[src/rtl/cam_ctrl_pkg.sv]
// cam_ctrl_pkg: op encodings and FSM state type for the CAM request controller.
package cam_ctrl_pkg;
  localparam logic [1:0] OP_LOOKUP = 2'b00;
  localparam logic [1:0] OP_INSERT = 2'b01;
  localparam logic [1:0] OP_DELETE = 2'b10;
  localparam int STATE_W = 3;
  typedef enum logic [STATE_W-1:0] {
    S_IDLE, S_SEARCH, S_EVAL, S_WRITE, S_WAIT_BUSY, S_RESP
  } state_t;
endpackage

[src/rtl/cam_free_enc.sv]
// cam_free_enc: lowest-index free entry finder over the valid vector.
module cam_free_enc #(
  parameter int AW = 2
) (
  input  logic [(1<<AW)-1:0] valid,
  output logic               any_free,
  output logic [AW-1:0]      free_idx
);
  always_comb begin
    any_free = 1'b0;
    free_idx = '0;
    for (int i = (1 << AW) - 1; i >= 0; i--)
      if (!valid[i]) begin
        any_free = 1'b1;
        free_idx = AW'(i);
      end
  end
endmodule

[src/rtl/cam_ctrl.sv]
// cam_ctrl: serialises lookup/insert/delete requests onto a CAM and owns its valid bits.
// Define CAM_CTRL_DELETE_EN to enable the delete op; otherwise op 10 is rejected as reserved.
module cam_ctrl
  import cam_ctrl_pkg::*;
#(
  parameter int DATA_WIDTH = 4,
  parameter int ADDR_WIDTH = 2,
  parameter int SEARCH_LAT = 1
) (
  input  logic                  clk,
  input  logic                  rst,
  input  logic                  req_valid,
  output logic                  req_ready,
  input  logic [1:0]            req_op,
  input  logic [DATA_WIDTH-1:0] req_key,
  output logic                  rsp_valid,
  output logic                  rsp_hit,
  output logic [ADDR_WIDTH-1:0] rsp_addr,
  output logic                  rsp_err,
  output logic                  full,
  output logic [ADDR_WIDTH:0]   count,
  output logic                  cam_write_enable,
  output logic [DATA_WIDTH-1:0] cam_din,
  output logic [DATA_WIDTH-1:0] cam_cmp_din,
  output logic [ADDR_WIDTH-1:0] cam_write_addr,
  input  logic                  cam_busy,
  input  logic                  cam_match,
  input  logic [ADDR_WIDTH-1:0] cam_match_addr
);
  localparam int N  = 1 << ADDR_WIDTH;
  localparam int CW = ADDR_WIDTH + 1;
  localparam int LW = $clog2(SEARCH_LAT + 1);
`ifdef CAM_CTRL_DELETE_EN
  localparam bit DEL = 1'b1;
`else
  localparam bit DEL = 1'b0;
`endif
  state_t state, state_n;
  logic [1:0]            op_q;
  logic [DATA_WIDTH-1:0] key_q;
  logic [N-1:0]          valid;
  logic [ADDR_WIDTH-1:0] slot_q, slot_n, free_idx;
  logic [LW-1:0]         lat_cnt;
  logic [CW-1:0]         cnt_n;
  logic hit_q, err_q, any_free, hit, op_ok, accept;
  cam_free_enc #(.AW(ADDR_WIDTH)) u_free (.valid(valid), .any_free(any_free), .free_idx(free_idx));
  assign accept = req_valid && req_ready;
  assign op_ok  = req_op == OP_LOOKUP || req_op == OP_INSERT || (DEL && req_op == OP_DELETE);
  assign hit    = cam_match && valid[cam_match_addr];
  // Reusing a stale copy of the key keeps the CAM free of duplicate entries.
  assign slot_n = (cam_match && !valid[cam_match_addr]) ? cam_match_addr : free_idx;
  always_comb begin
    cnt_n = '0;
    for (int i = 0; i < N; i++) cnt_n += CW'(valid[i]);
  end
  always_ff @(posedge clk) begin
    if (!rst) begin
      state   <= S_IDLE;
      op_q    <= '0;
      key_q   <= '0;
      valid   <= '0;
      slot_q  <= '0;
      hit_q   <= 1'b0;
      err_q   <= 1'b0;
      lat_cnt <= '0;
      count   <= '0;
      full    <= 1'b0;
    end else begin
      state   <= state_n;
      count   <= cnt_n;
      full    <= &valid;
      lat_cnt <= state == S_SEARCH ? lat_cnt + 1'b1 : '0;
      if (state == S_IDLE && accept) begin
        op_q   <= req_op;
        key_q  <= req_key;
        hit_q  <= 1'b0;
        slot_q <= '0;
        err_q  <= !op_ok;
      end
      if (state == S_EVAL) begin
        hit_q  <= hit;
        slot_q <= hit ? cam_match_addr : (op_q == OP_INSERT && any_free) ? slot_n : '0;
        err_q  <= op_q == OP_INSERT && !hit && !any_free;
        if (DEL && op_q == OP_DELETE && hit) valid[cam_match_addr] <= 1'b0;
      end
      if (state == S_WRITE) valid[slot_q] <= 1'b1;
    end
  end
  always_comb begin
    state_n = state;
    case (state)
      S_IDLE:      if (accept) state_n = op_ok ? S_SEARCH : S_RESP;
      S_SEARCH:    if (lat_cnt == LW'(SEARCH_LAT - 1)) state_n = S_EVAL;
      S_EVAL:      state_n = (op_q == OP_INSERT && !hit && any_free) ? S_WRITE : S_RESP;
      S_WRITE:     state_n = S_WAIT_BUSY;
      S_WAIT_BUSY: if (!cam_busy) state_n = S_RESP;
      default:     state_n = S_IDLE;
    endcase
  end
  always_comb begin
    req_ready        = rst && state == S_IDLE && !cam_busy;
    rsp_valid        = state == S_RESP;
    rsp_hit          = rsp_valid && hit_q;
    rsp_err          = rsp_valid && err_q;
    rsp_addr         = rsp_valid ? slot_q : '0;
    cam_din          = state != S_IDLE ? key_q : '0;
    cam_write_enable = state == S_WRITE;
    cam_cmp_din      = cam_write_enable ? key_q : '0;
    cam_write_addr   = cam_write_enable ? slot_q : '0;
  end
endmodule

[config.mk]
export PLATFORM = sky130hd
export DESIGN_NAME = cam_ctrl
export DESIGN_NICKNAME = d
export VERILOG_FILES = /design/src/rtl/cam_ctrl_pkg.sv /design/src/rtl/cam_free_enc.sv /design/src/rtl/cam_ctrl.sv
export SDC_FILE = /design/constraint.sdc
export NUM_CORES = 1
export LEC_CHECK = 0
export BUFFER_PORTS_ARGS = -buffer_cell sky130_fd_sc_hd__buf_2
export CAP_MARGIN = 20
export CORE_MARGIN = 2
export CORE_UTILIZATION = 55
export CTS_BUF_LIST = sky130_fd_sc_hd__clkbuf_2 sky130_fd_sc_hd__clkbuf_4 sky130_fd_sc_hd__clkbuf_8
export DETAILED_ROUTE_END_ITERATION = 12
export PLACE_DENSITY_LB_ADDON = 0.3
export SLEW_MARGIN = 20
export SYNTH_ARGS = -nofsm -noshare
export SYNTH_HDL_FRONTEND = slang
export SYNTH_HIERARCHICAL = 1
export SYNTH_SLANG_ARGS = --single-unit
[constraint.sdc]
create_clock -name clk -period 2.9 [get_ports clk]
set_input_delay 0.58 -clock clk [delete_from_list [all_inputs] [get_ports clk]]
set_output_delay 0.58 -clock clk [all_outputs]
set_load 0.02 [all_outputs]
==> metrics.txt <==
status complete, no violations; placed cells 197; Slew Viols, Final 0; Pleak 0.622 nW; share of layout cells above drive strength 1 23.0%; Synth cell types 39; die height 50.2 um; unrepaired setup endpoints after global routing false; CTS Buf Count 3; max_slew headroom 58.0%; post-CTS setup buffers 0; CTS Root Buffer Type clkbuf_4; clock-pin slew on the worst setup and hold paths roughly 0.12 ns; Final ANT Viol Nets 0; GP Congestion 0.838; Fmax 392 MHz; Sum Neg Setup Slack 0 ns; Worst-Skew Late Latency slightly above 0.3 ns; Sinks on Clock Net 22; post-synthesis instance area 1180 um2; Iter 0 DRT Violations 15; Synth async-reset ratio 0%; EDFF count, synth 0; Cell Pwr Density 403 nW/um2; Final Util 69.2%; CTS max path bufs 2; Die ar. roughly 2500 um2; Mapped Nets 160; path type of the worst setup path flip-flop to primary output; crit path time final ~2.6 ns; H-tree depth 1; Site Rows 16; DRT Pass-1 Iters 4; number of I/O pins 34; synth warn 6; dpl hpwl 2000 um; Tcrit/Tclk final 88.0%; Hold-fix buffers, CTS 0; Core Footprint 1980 um2; initial antenna violation count 0; final hold violations 0; CTS tree yes; Peak VDD IR about 0.00031 V; fin cells roughly 200; ys flop type dfxtp_1; worst hold slack between 0.4 and 0.5 ns; GR Util All Layers 22.4%; largest net degree at the start of global routing 17; Antenna Cells 0; Worst Hold Class flip-flop to flip-flop; Worst setup SP type flip-flop; final WL around 2600 um; crit path DAT 1.97 ns; die width about 50 um; final setup fails 0; crit end category primary output; Vias 1094; vias in the first global route slightly above 900; post-synthesis cell count 143; vias per cell 5.44; Avg Inst Size Synth between 8 and 9 um2; GRT overflow 0; Wirelength per Cell 12.9 um; initial core utilization 59.3%; Setup Skew 0.00191 ns; Max Cap Viol 0; port buffer count 33; sequential share of the synthesized area 37.4%; worst slew pin tran 0.629 ns; fill count 165; crit path max fanout 8; Area growth syn-to-layout 16.6%; Nets 192; cts repair resizes 0; first-pass GRT wire length 4290 um; Residual DRC 0; FF+latch count, synth 22; Req. time, crit path 2.32 ns
## path summary, 6_finish.rpt
path              depth (start not counted)     start          end  slack (ns)
setup reg to reg                          6  valid[0]     count[1]        1.10
hold reg to reg                           2  key_q[2]     key_q[2]        0.48
hold / removal                            2  key_q[2]     key_q[2]        0.48
setup / recovery                          4  state[0]  rsp_addr[1]        0.35
## critical path, cell delays in order (launching register included)
cell and delay [ns]:
dfxtp_1 0.51, inv_1 0.20, nor3b_1 0.57, and2_1 0.22, buf_2 0.16
## metal layers
metal	share of wire, %	vias up	global-route usage, %
met3	4.1	5	3.87
met2	48	23	37.3
met4	1.7	0	8.33
met1	46	514	28.8
li1	-	552	-
met5	0	-	0
## cell families after synthesis
group,share of synthesized area (%)
AOI/OAI and AO/OA,13.9
and+or+nand+nor,36.1
buffers and inverters,5.96
DFF,37.4
muxes,1.70
adders and majority gates,4.89
## synthesized netlist by cell type, types with 2 or more instances
cell      count  area [um2]
a21oi_1      15        75.1
and2_1       13        81.3
and3_1        2        12.5
buf_4         2        15.0
dfxtp_1      22         440
ha_1          3        37.5
inv_1         8        30.0
mux2i_1       2        20.0
nand2_1      21        78.8
nand2b_1      5        31.3
nand2b_4      2        27.5
nand3_1       4        20.0
nor2_1        8        30.0
nor2b_1       5        31.3
nor3_1        3        15.0
nor3b_1       3        22.5
o21ai_0       2        10.0
o22ai_1       2        12.5
## cell type report
class / count / area [um2] / share of cell area [%]
clock buffers: 4 / 36.3 / 2.65
flip-flops and latches: 22 / 440 / 32.1
repair buffers: 33 / 165 / 12.0
well taps: 27 / 33.8 / 2.46
inverters: 8 / 30.0 / 2.19
multi-input cells: 107 / 666 / 48.5
## stage by stage
| stage | power [mW] | setup slack (ns) | cell area [um2] |
|---|---|---|---|
| floorplan | 0.372 | 0.699 | 1180 |
| global placement | 0.389 | 0.845 | 1340 |
| detailed placement | 0.392 | 0.754 | 1340 |
| CTS | 0.558 | 0.389 | 1370 |
| global route | 0.581 | 0.258 | 1370 |
| finish | 0.553 | 0.347 | 1370 |
## power by group
part | leakage (nW) | switching (mW) | internal (mW)
registers | 0.178 | 0.0107 | 0.310
clock network | 0.0210 | 0.0905 | 0.0767
logic | 0.423 | 0.0370 | 0.0279
## layout by cell type (no fill, tap or decap), types with 2 or more instances in the layout
master / netlist / final
nand3_1: 4 / 4
nand2b_1: 5 / 5
nand2_1: 21 / 21
a21oi_1: 15 / 15
dfxtp_1: 22 / 22
nor3b_1: 3 / 3
nor3_1: 3 / 3
o22ai_1: 2 / 2
clkbuf_4: 0 / 3
nor2b_1: 5 / 5
and2_1: 13 / 13
mux2i_1: 2 / 2
buf_2: 1 / 33
nor2_1: 8 / 8
o21ai_0: 2 / 2
nand2b_4: 2 / 2
and3_1: 2 / 2
inv_1: 8 / 8
ha_1: 3 / 3
## sequential cells by signal, indices dropped and copies added, names as in the netlist
signal,cells
key_q,4
valid,4
count,3
state,3
op_q,2
slot_q,2
err_q,1
full,1
hit_q,1
lat_cnt,1
Note: power is estimated with default switching activity, not from simulation.
